File: src/rtl/read_memory_controller.sv
// read_memory_controller: one valid/ready read request becomes one memory read strobe and one presented word.
// Optional READ_BURST_EN adds burst_len/out_last and multi-word bursts with a wrapping address.
module read_memory_controller #(
    parameter int ADD_SIZE     = 12,
    parameter int DATA_SIZE    = 108,
    parameter int READ_LATENCY = 1
) (
    input  logic                 clk,
    input  logic                 rst,
    input  logic                 in_valid,
    output logic                 in_ready,
    input  logic [ADD_SIZE-1:0]  address_in,
`ifdef READ_BURST_EN
    input  logic [3:0]           burst_len,
    output logic                 out_last,
`endif
    output logic                 read_en_out,
    output logic [ADD_SIZE-1:0]  address_out,
    input  logic [DATA_SIZE-1:0] dataIn,
    output logic [DATA_SIZE-1:0] dataOut,
    output logic                 out_valid,
    input  logic                 out_ready,
    output logic [1:0]           dbg_state
);

    // Both handshakes: a transfer happens on a rising edge where valid and ready are both high;
    // valid and its payload stay stable until that edge, and ready never depends on valid combinationally.

    typedef enum logic [1:0] {
        S_IDLE   = 2'd0,
        S_READ   = 2'd1,
        S_WAIT   = 2'd2,
        S_RESULT = 2'd3
    } state_t;

    localparam logic [3:0] LAT_LOAD = 4'(READ_LATENCY - 1);

    state_t                state_q, state_d;
    logic [3:0]            cnt_q, cnt_d;
    logic [ADD_SIZE-1:0]   addr_q, addr_d;
    logic                  in_ready_q, in_ready_d;
    logic                  read_en_q, read_en_d;
    logic [ADD_SIZE-1:0]   address_out_q, address_out_d;
    logic [DATA_SIZE-1:0]  data_out_q, data_out_d;
    logic                  out_valid_q, out_valid_d;
    logic                  accept;
    logic                  out_fire;
    logic                  beat_more;

`ifdef READ_BURST_EN
    logic [3:0]            beats_q, beats_d;
    logic                  out_last_q, out_last_d;

    assign beat_more = (beats_q != 4'd0);
`else
    assign beat_more = 1'b0;
`endif

    assign accept   = in_valid && in_ready_q && (state_q == S_IDLE);
    assign out_fire = out_valid_q && out_ready;

    // State register
    always_ff @(posedge clk) begin
        if (rst) begin
            state_q <= S_IDLE;
        end else begin
            state_q <= state_d;
        end
    end

    // Next-state logic
    always_comb begin
        state_d = state_q;
        case (state_q)
            S_IDLE:   if (accept) state_d = S_READ;
            S_READ:   state_d = S_WAIT;
            S_WAIT:   if (cnt_q == 4'd0) state_d = S_RESULT;
            S_RESULT: if (out_fire) state_d = beat_more ? S_READ : S_IDLE;
            default:  state_d = S_IDLE;
        endcase
    end

    // Output and datapath next values; outputs are derived from the next state so they are registered.
    always_comb begin
        cnt_d         = cnt_q;
        addr_d        = addr_q;
        address_out_d = address_out_q;
        data_out_d    = data_out_q;
        in_ready_d    = (state_d == S_IDLE);
        read_en_d     = (state_d == S_READ);
        out_valid_d   = (state_d == S_RESULT);
`ifdef READ_BURST_EN
        beats_d       = beats_q;
`endif
        case (state_q)
            S_IDLE: begin
                if (accept) begin
                    addr_d = address_in;
`ifdef READ_BURST_EN
                    beats_d = burst_len;
`endif
                end
            end
            S_READ: begin
                cnt_d = LAT_LOAD;
            end
            S_WAIT: begin
                // The memory word is valid only in this one cycle.
                if (cnt_q == 4'd0) begin
                    data_out_d = dataIn;
                end else begin
                    cnt_d = cnt_q - 4'd1;
                end
            end
            S_RESULT: begin
                if (out_fire && beat_more) begin
                    addr_d = ADD_SIZE'(addr_q + 1'b1);
`ifdef READ_BURST_EN
                    beats_d = beats_q - 4'd1;
`endif
                end
            end
            default: ;
        endcase
        if (state_d == S_READ) begin
            address_out_d = addr_d;
        end
`ifdef READ_BURST_EN
        out_last_d = (state_d == S_RESULT) && (beats_d == 4'd0);
`endif
    end

    // Datapath and output registers
    always_ff @(posedge clk) begin
        if (rst) begin
            cnt_q         <= 4'd0;
            addr_q        <= '0;
            in_ready_q    <= 1'b0;
            read_en_q     <= 1'b0;
            address_out_q <= '0;
            data_out_q    <= '0;
            out_valid_q   <= 1'b0;
`ifdef READ_BURST_EN
            beats_q       <= 4'd0;
            out_last_q    <= 1'b0;
`endif
        end else begin
            cnt_q         <= cnt_d;
            addr_q        <= addr_d;
            in_ready_q    <= in_ready_d;
            read_en_q     <= read_en_d;
            address_out_q <= address_out_d;
            data_out_q    <= data_out_d;
            out_valid_q   <= out_valid_d;
`ifdef READ_BURST_EN
            beats_q       <= beats_d;
            out_last_q    <= out_last_d;
`endif
        end
    end

    assign in_ready    = in_ready_q;
    assign read_en_out = read_en_q;
    assign address_out = address_out_q;
    assign dataOut     = data_out_q;
    assign out_valid   = out_valid_q;
    assign dbg_state   = state_q;
`ifdef READ_BURST_EN
    assign out_last    = out_last_q;
`endif

endmodule

File: config.mk
export PLATFORM = sky130hd
export DESIGN_NAME = read_memory_controller
export DESIGN_NICKNAME = d
export VERILOG_FILES = /design/src/rtl/read_memory_controller.sv
export SDC_FILE = /design/constraint.sdc
export NUM_CORES = 1
export LEC_CHECK = 0
export CORE_MARGIN = 1
export CORE_UTILIZATION = 40
export CTS_CLUSTER_DIAMETER = 120
export DETAILED_ROUTE_END_ITERATION = 7
export GPL_TIMING_DRIVEN = 0
export PLACE_DENSITY = 0.87
export SETUP_SLACK_MARGIN = 0.05
export SYNTH_ARGS = -nofsm -noshare
export SYNTH_HDL_FRONTEND = slang
export SYNTH_SLANG_ARGS = --single-unit
File: constraint.sdc
create_clock -name clk -period 2.7 [get_ports clk]
set_clock_uncertainty 0.1 [all_clocks]
set_input_delay 0.27 -clock clk [delete_from_list [all_inputs] [get_ports clk]]
set_output_delay 0.27 -clock clk [all_outputs]
set_load 0.02 [all_outputs]
==> results_dict.tcl, run 1 <==
set metrics [dict create \
    finalMaxSlewViolations 0 \
    worst_pin_slew_ps 599 \
    cts_hold_buf 0 \
    post-route-min-period_ps 2080 \
    antenna_found_initial 0 \
    final_cells 1032 \
    fp.dieH_um 121 \
    drive_gt1_share_pct 5.28 \
    fmax_mhz 480 \
    worstRegToRegCells 8 \
    syn_area_um2 5680 \
    yosysWarnings 0 \
    pin_count 249 \
    crit_required_ps 2930 \
    clockBufferDepth 2 \
    wl_um 15200 \
    slew_headroom_pct 60.1 \
    final_common_cell "clkdlybuf4s50_1" \
    grt-ovfl-total 0 \
    grt_pass1_wl_um 23900 \
    clk_pin_slew_ps 50 \
    gp_congestion 0.809 \
    antenna_cells 0 \
    clk_latency_ps 400 \
    core-area_um2 13900 \
    synth_cell_types 36 \
    outcome "finished clean" \
    clkSinkCount 129 \
    rsz0062_at_grt "no" \
    cts_resized 0 \
    cp-end-kind "flip-flop" \
    cts-buffers-inserted 17 \
    final_cell_mix "247 x clkdlybuf4s50_1, 217 x nand2b_1, 129 x dfxtp_1, 108 x mux2i_1, 36 x clkbuf_1" \
    vdd_drop_max_uv 542 \
    critical_path_class "flip-flop to flip-flop" \
    async_reset_ff_share_pct 0 \
    ant_nets 0 \
    io_buffers 247 \
    arrival_ps 2310 \
    die_w_um 121 \
    first_pass_iters 4 \
    postLayoutCoreUtil_pct 64.3 \
    tns_ps 0 \
    wl_per_cell_um 14.7 \
    fillers 1142 \
    rows 43 \
    grt_pass1_vias 4819 \
    crit_path_cell_trace "inv_1 -> ha_1 -> nor3b_2 -> and3b_1 -> buf_4 -> buf_8 -> buf_6 -> mux2i_1" \
    cts_setup_buffers 0 \
    place_hpwl_um 11200 \
    hold_violations 0 \
    cts-root-buf "clkbuf_16" \
    seq_area_frac_synth_pct 45.5 \
    synth_flop_cell "dfxtp_1" \
    cp-start-kind "flip-flop" \
    post-route-period-util_pct 77.2 \
    hold_ws_ps 311 \
    hold_path_depth 3 \
    htreeDepth 4 \
    synth_enable_flop_cells 0 \
    vias_per_cell 4.60 \
    slowest_stage "dfxtp_1" \
    synth_fp_nets 700 \
    initial_utilization_pct 40.9 \
    vias 4751 \
    areaGrowthSynthToFinish_pct 57.2 \
    place_inst 1001 \
    grt_max_degree 17 \
    avgSynthCellArea_um2 9.89 \
    cts_tree "yes" \
    die_area_um2 14700 \
    worst_hold_path_type "input pin to flip-flop" \
    initialDrtViolationCount 121 \
    drc 0 \
    max_cap_viol_count 0 \
    setup_violations 0 \
    layout.nets 966 \
    crit_path_max_incr_delay_ps 320 \
    worst-path-max-fanout 10 \
    netlist_instances 574 \
    grt_usage_pct 21.1 \
    power_density_nw_per_um2 619 \
    ys_ff_latch 129 \
    p_leak_nw 3.14 \
]
==> through the flow <==
step	setup slack (ps)	power (mW)	cell area, um^2
after CTS	583	5.58	8930
after detailed placement	600	3.43	8370
after floorplan	919	2.84	5680
after global routing	413	5.77	8930
final	617	5.52	8930
after global placement	619	3.41	8370
==> kinds of logic (layout without fill, tap and decap cells) <==
kind of cell / after synthesis / count (layout) / synth area share [%]
compound gates: 25 / 25 / 2.67
xor+xnor: 1 / 1 / 0.154
fa+ha+maj: 2 / 2 / 0.441
buf+inv: 49 / 327 / 4.36
flops: 129 / 129 / 45.5
mux: 108 / 108 / 19.0
simple gates: 260 / 260 / 27.8
==> sequential cells by signal, summed over array words and instances, names as in the netlist <==
signal,count
read_en_out,1
dbg_state,2
in_ready,1
cnt_q,4
out_valid,1
address_out,12
dataOut,108
==> report_power, final <==
group	total, mW	internal (mW)	switching [mW]
clock	2.14	1.35	0.786
sequential	2.15	2.06	0.0872
combinational	1.24	0.669	0.568
==> worst max-delay path, delay by kind of cell (launching register included) <==
kind / cells / cell delay, ps
fa+ha+maj: 1 / 200
buf+inv: 4 / 700
flops: 1 / 320
mux: 1 / 200
simple gates: 2 / 490
==> path summary, 6_finish.rpt <==
check                      start              to  slack (ps)
setup / recovery        cnt_q[0]     dataOut[99]         620
hold / removal     address_in[6]  address_out[6]         310
setup reg to reg        cnt_q[0]     dataOut[99]         620
hold reg to reg   address_out[6]  address_out[6]         360
==> synth_stat cells, types with 2 or more instances <==
cell type  count  area [um^2]
nand2b_1     217         1360
dfxtp_1      129         2580
mux2i_1      108         1080
clkbuf_1      31          116
nand2_1       24         90.1
a21oi_1       14         70.1
buf_4          9         67.6
nor2_1         4         15.0
buf_2          3         15.0
inv_1          3         11.3
a2111oi_0      2         17.5
a31oi_1        2         12.5
buf_6          2         22.5
ha_1           2         25.0
nor2b_1        2         12.5
o21ai_0        2         10.0
==> routing by layer <==
layer | routed length (um) | global-route usage, % | share of wire (%)
met2 | 7460 | 36.2 | 49
met3 | 1240 | 8.32 | 8.2
met4 | 266 | 7.18 | 1.8
met5 | 0 | 0 | 0
met1 | 6200 | 23.8 | 41
==> cell type report <==
class	count	area (um^2)	area share [%]
Clock buffer	26	499	5.59
Timing Repair Buffer	247	2470	27.7
Multi-Input combinational cell	396	2850	31.9
Sequential cell	129	2580	28.9
Clock inverter	5	52.6	0.589
Tap cell	180	225	2.52
Buffer	46	236	2.65
Inverter	3	11.3	0.126
Note: power is estimated with default switching activity, not from simulation.
==> inputs of run 2 (changes only) <==
--- a/config.mk
+++ b/config.mk
@@ -6,11 +6,11 @@
 export NUM_CORES = 1
 export LEC_CHECK = 0
 export CORE_MARGIN = 1
-export CORE_UTILIZATION = 40
+export CORE_UTILIZATION = 38
 export CTS_CLUSTER_DIAMETER = 120
 export DETAILED_ROUTE_END_ITERATION = 7
 export GPL_TIMING_DRIVEN = 0
-export PLACE_DENSITY = 0.87
+export PLACE_DENSITY = 0.86
 export SETUP_SLACK_MARGIN = 0.05
 export SYNTH_ARGS = -nofsm -noshare
 export SYNTH_HDL_FRONTEND = slang
==> constraint.sdc (replaced) <==
create_clock -name clk -period 1.8 [get_ports clk]
set_clock_uncertainty 0.1 [all_clocks]
set_input_delay 0.18 -clock clk [delete_from_list [all_inputs] [get_ports clk]]
set_output_delay 0.18 -clock clk [all_outputs]
set_load 0.02 [all_outputs]
==> results_dict.tcl, run 2 (synthesis results as in run 1) <==
set metrics [dict create \
    layout.nets 980 \
    arrival_ps 2070 \
    vias_per_cell 4.62 \
    die_area_um2 15400 \
    cts_tree "yes" \
    grt_max_degree 17 \
    cp-end-kind "flip-flop" \
    areaGrowthSynthToFinish_pct 63.3 \
    clockBufferDepth 2 \
    final_common_cell "clkdlybuf4s50_1" \
    wl_per_cell_um 15.4 \
    grt-ovfl-total 0 \
    initial_utilization_pct 39.1 \
    worst_hold_path_type "input pin to flip-flop" \
    setup_violations 3 \
    die_w_um 124 \
    finalMaxSlewViolations 0 \
    ant_nets 0 \
    vias 4856 \
    cts-root-buf "clkbuf_16" \
    setup_slack_ps -43.8 \
    rsz0062_at_grt "yes" \
    initialDrtViolationCount 158 \
    fillers 1196 \
    seq_area_um2 2580 \
    fp.dieH_um 124 \
    post-route-min-period_ps 1840 \
    crit_required_ps 2030 \
    clk_latency_ps 410 \
    hold_violations 0 \
    place_hpwl_um 11500 \
    worst_pin_slew_ps 612 \
    power_density_nw_per_um2 946 \
    grt_pass1_wl_um 25500 \
    max_cap_viol_count 0 \
    outcome "complete, but fails checks" \
    tns_ps -65.7 \
    cts_hold_buf 0 \
    rows 44 \
    p_leak_nw 3.28 \
    multiInputGateArea_um2 2900 \
    io_buffers 247 \
    drive_gt1_share_pct 8.65 \
    postLayoutCoreUtil_pct 63.8 \
    drc 0 \
    critical_path_class "flip-flop to flip-flop" \
    post-route-period-util_pct 102 \
    slew_headroom_pct 59.2 \
    clk_pin_slew_ps 60 \
    pin_count 249 \
    htreeDepth 4 \
    grt_usage_pct 20.9 \
    final_cell_mix "245 x clkdlybuf4s50_1, 217 x nand2b_1, 127 x dfxtp_1, 105 x mux2i_1, 31 x clkbuf_1" \
    cts-buffers-inserted 17 \
    gp_congestion 0.788 \
    cp-start-kind "flip-flop" \
    regToRegSetupSlack_ps -40 \
    fmax_mhz 542 \
    worst-path-max-fanout 7 \
    largest_reg_flops 108 \
    vdd_drop_max_uv 637 \
    hold_ws_ps 221 \
    clkSinkCount 129 \
    violations "setup timing" \
    wl_um 16200 \
    antenna_found_initial 0 \
    grt_pass1_vias 5017 \
    pre_cts_ws_ps -263 \
    antenna_cells 0 \
    first_pass_iters 4 \
    core-area_um2 14500 \
]
[run 2: changes by cell type in the layout (fill, tap and decap cells not counted), sizes merged]
cell,change
buf,+12
bufinv,+2
clkbuf,-6
clkdlybuf4s50,-2
clkinv,+3
clkinvlp,+4
dlygate4sd2,+2
[run 2: power breakdown]
| part | leakage [nW] | internal (mW) | switching (mW) |
|---|---|---|---|
| registers | 1.05 | 3.09 | 0.134 |
| logic | 1.95 | 1.13 | 0.910 |
| clock network | 0.284 | 2.21 | 1.30 |
[run 2: worst paths after layout]
path | start | end | cells after the start
min | address_in[5] | address_out[5] | 3
max | cnt_q[0] | dataOut[91] | 8
min reg2reg | address_out[10] | address_out[10] | 2
max reg2reg | cnt_q[0] | dataOut[91] | 8
[run 2: per-layer routing]
metal | vias up | GRT usage (%) | routed length, um
li1 | 2428 | - | -
met3 | 24 | 8.06 | 1200
met5 | - | 0 | 0
met4 | 0 | 6.87 | 289
met1 | 2229 | 23.3 | 6790
met2 | 175 | 36.2 | 7910
[run 2: stage by stage]
| stage | total power, mW | cells | cell area [um^2] |
|---|---|---|---|
| after global placement | 5.14 | 1005 | 8400 |
| final | 8.77 | 1051 | 9270 |
| after floorplan | 4.27 | 574 | 5690 |
| after detailed placement | 5.17 | 1005 | 8400 |
| after global routing | 9.13 | 1051 | 9270 |
| after CTS | 8.78 | 1047 | 9150 |
[run 2: critical path: stages, from the launching register on]
cell	delay, ps
dfxtp_2	330
inv_4	70
ha_4	130
nor3b_4	190
and3b_2	280
buf_8	160
buf_12	150
clkbuf_16	150
mux2i_1	210
[run 2: timing repair]
action                                  in CTS  in global routing
endpoints found under the setup margin     111                103
pin swaps                                    2                  2
cloned                                       1                  2
gates resized for setup                     23                 14
buffers inserted                             9                  2
[run 2: final cells by class]
type | count | area share (%)
buffer | 46 | 3.33
clock buffer | 18 | 4.74
clock inverter | 14 | 1.78
inverter | 3 | 0.149
multi-input combinational | 396 | 31.3
sequential | 129 | 27.9
tap | 184 | 2.48
timing repair buffer | 261 | 28.4
==> RTL change (flow settings as in run 2) <==
The parameter `ADD_SIZE` goes from 12 to 24.
--- a/src/rtl/read_memory_controller.sv
+++ b/src/rtl/read_memory_controller.sv
@@ -2,5 +2,5 @@
 // Optional READ_BURST_EN adds burst_len/out_last and multi-word bursts with a wrapping address.
 module read_memory_controller #(
-    parameter int ADD_SIZE     = 12,
+    parameter int ADD_SIZE     = 24,
     parameter int DATA_SIZE    = 108,
     parameter int READ_LATENCY = 1
Interface: changed (resized address_in and address_out); port bits go from 249 to 273. No check against the original RTL was run, so the function may have changed too.
==> RTL change against run 2 <==
- total power increased by 1.0%
- critical path depth decreased by 7
- via count increased by 7.7%
- wire length increased by 6.9%
- cell area increased by 5.8%
- worst setup slack improved by 0.14 ns
- sequential share of layout area increased by 0.93 points
- maximum frequency increased by 7.9%
- synthesized area increased by 7.3%
- sequential cell count increased by 12
- highest routed layer unchanged
- non-clock buffer count increased by 19
- global-route usage increased by 0.13 points
==> RTL change: results (changes against run 2) <==
Routing
  • Vias: 5229 (was 4856)
  • Average wire length per cell after detail routing: 15.1 µm (was 15.4 µm)
  • Drt initial violations: 179 (was 158)

Critical path
  • Largest stage delay, worst path: 0.64 ns (was 0.33 ns)
  • Arrival time at the worst endpoint: 1.43 ns (was 2.07 ns)
  • Critical register-to-register path endpoint: dataOut[81]$_SDFFE_PP0P_ (was dataOut[91]$_SDFFE_PP0P_)
  • R2R depth: 7 (was 8)
  • Timing startpoint of the critical path: dataOut[40]$_SDFFE_PP0P_ (was cnt_q[0]$_SDFFE_PP0P_)
  • Worst setup slack for register-to-register paths: 0.11 ns (was -0.04 ns)
  • Critical Path Fanout Max: 2 (was 7)
  • Cell at the slowest stage of the critical path: sky130_fd_sc_hd__clkdlybuf4s50_1 (was sky130_fd_sc_hd__dfxtp_2)
  • CP Buf/Inv Count: 1 (was 4)

Yosys
  • Most common library cells after synthesis: sky130_fd_sc_hd__nand2b_1, sky130_fd_sc_hd__dfxtp_1, sky130_fd_sc_hd__mux2i_1 (unchanged)
  • YS warnings: 0 (unchanged)
  • Unique masters post-synth: 34 (was 36)
  • Top post-synthesis cells by area: sky130_fd_sc_hd__dfxtp_1, sky130_fd_sc_hd__nand2b_1, sky130_fd_sc_hd__mux2i_1 (unchanged)
  • Syn_nets: 768 (was 700)
  • Share of synthesized area occupied by flip-flops and latches: 0.463 (was 0.455)

Global routing
  • Vias in the first global route: 5331 (was 5017)
  • Pin count of the biggest net entering global routing: 17 (unchanged)
  • Total routing usage reported by global routing: 0.210 (was 0.209)
  • First-pass GRT wire length: 27.0 mm (was 25.5 mm)

Power and ir drop
  • Leakage dissipation: 3.48 nW (was 3.28 nW)
  • Worst supply voltage drop on vdd: 993 µV (was 637 µV)

Final layout
  • Max FFs per register: 108 (unchanged)
  • Final #Nets: 1060 (was 980)
  • FILL cells: 1294 (was 1196)
  • Proportion of layout cells with a drive suffix above 1: 0.0653 (was 0.0865)

Placement
  • Sum of net half-perimeters after detailed placement: 12.6 mm (was 11.5 mm)
  • Count of buffers from port buffering: 271 (was 247)
  • RD Place Congestion: 0.800 (was 0.788)

Timing
  • Worst slew slack as a fraction of its limit: 0.483 (was 0.592)

Worst hold path
  • Endpoint of the worst hold path: dataOut[15]$_SDFFE_PP0P_ (was address_out[5]$_SDFFE_PP0N_)
  • Start point of the worst min-delay path: rst (was address_in[5])
  • Worst min path class: in2reg (unchanged)

Clocking
  • Clock insertion delay at the later pin of the skew report: 0.40 ns
  • CTS clock-pin slew for the worst setup and hold paths: 0.06 ns (about the same)

Run status
  • Outcome: complete, no violations (was finished with violations)
==> RTL change: changes by cell type in the layout (fill, tap and decap cells not counted), moves of 3 or more <==
cell                              change
sky130_fd_sc_hd__nand2_1             +24
sky130_fd_sc_hd__clkdlybuf4s50_1     +23
sky130_fd_sc_hd__a21oi_1             +12
sky130_fd_sc_hd__dfxtp_1             +12
sky130_fd_sc_hd__buf_4                -9
sky130_fd_sc_hd__buf_1                +3
sky130_fd_sc_hd__buf_8                -3
sky130_fd_sc_hd__clkbuf_2             +3
==> RTL change: area by class of cell <==
type	instances	area (µm²)	share of cell area
Multi-Input combinational cell	434	3030	0.309
Tap cell	211	264	0.0269
Clock buffer	21	460	0.0470
Buffer	53	332	0.0338
Timing Repair Buffer	273	2740	0.280
Sequential cell	141	2830	0.288
Clock inverter	10	140	0.0143
Inverter	2	7.51	0.000766
==> RTL change: kinds of logic after synthesis <==
group / after synthesis / synth area share
compound gates: 35 / 0.0318
xor+xnor: 1 / 0.00144
fa+ha+maj: 2 / 0.00411
buf+inv: 55 / 0.0440
flops: 141 / 0.463
mux: 108 / 0.177
simple gates: 288 / 0.278
==> RTL change: where the power goes <==
part           switching [mW]  internal, mW
sequential              0.117          3.33
clock                    1.33          2.25
combinational           0.827          1.01
==> RTL change: worst max path at each step <==
stage / depth (start not counted) / to / slack [ns]
finish: 1 / dataOut[40] / 0.09
floorplan: 8 / dataOut[100]$_SDFFE_PP0P_ / 0.16
detailed placement: 6 / address_out[10]$_SDFFE_PP0N_ / -0.08
global placement: 8 / dataOut[100]$_SDFFE_PP0P_ / -0.07
CTS: 8 / dataOut[103]$_SDFFE_PP0P_ / 0.05
global route: 7 / dataOut[81]$_SDFFE_PP0P_ / 0.02
==> RTL change: timing repair <==
item                                    in CTS  in global routing
endpoints found under the setup margin      39                 71
gates cloned                                 1                  0
resized for setup                           19                 17
setup buffers                                0                  1
==> RTL change: per-layer routing <==
| metal | part of all wire | track usage |
|---|---|---|
| met5 | 0 | 0 |
| met1 | 0.41 | 0.227 |
| met2 | 0.49 | 0.372 |
| met4 | 0.021 | 0.0796 |
| met3 | 0.081 | 0.0802 |
==> RTL change: per-stage QoR <==
step                setup TNS, ns  hold slack [ns]  cells  instance area (µm²)  setup WS, ns
floorplan                       0            0.212    630                 6090         0.157
global placement            -1.29            0.339   1112                 9070       -0.0747
detailed placement          -1.78            0.347   1112                 9070       -0.0785
CTS                             0            0.156   1144                 9730        0.0477
global route                    0            0.186   1145                 9800        0.0205
finish                          0            0.169   1145                 9800        0.0913
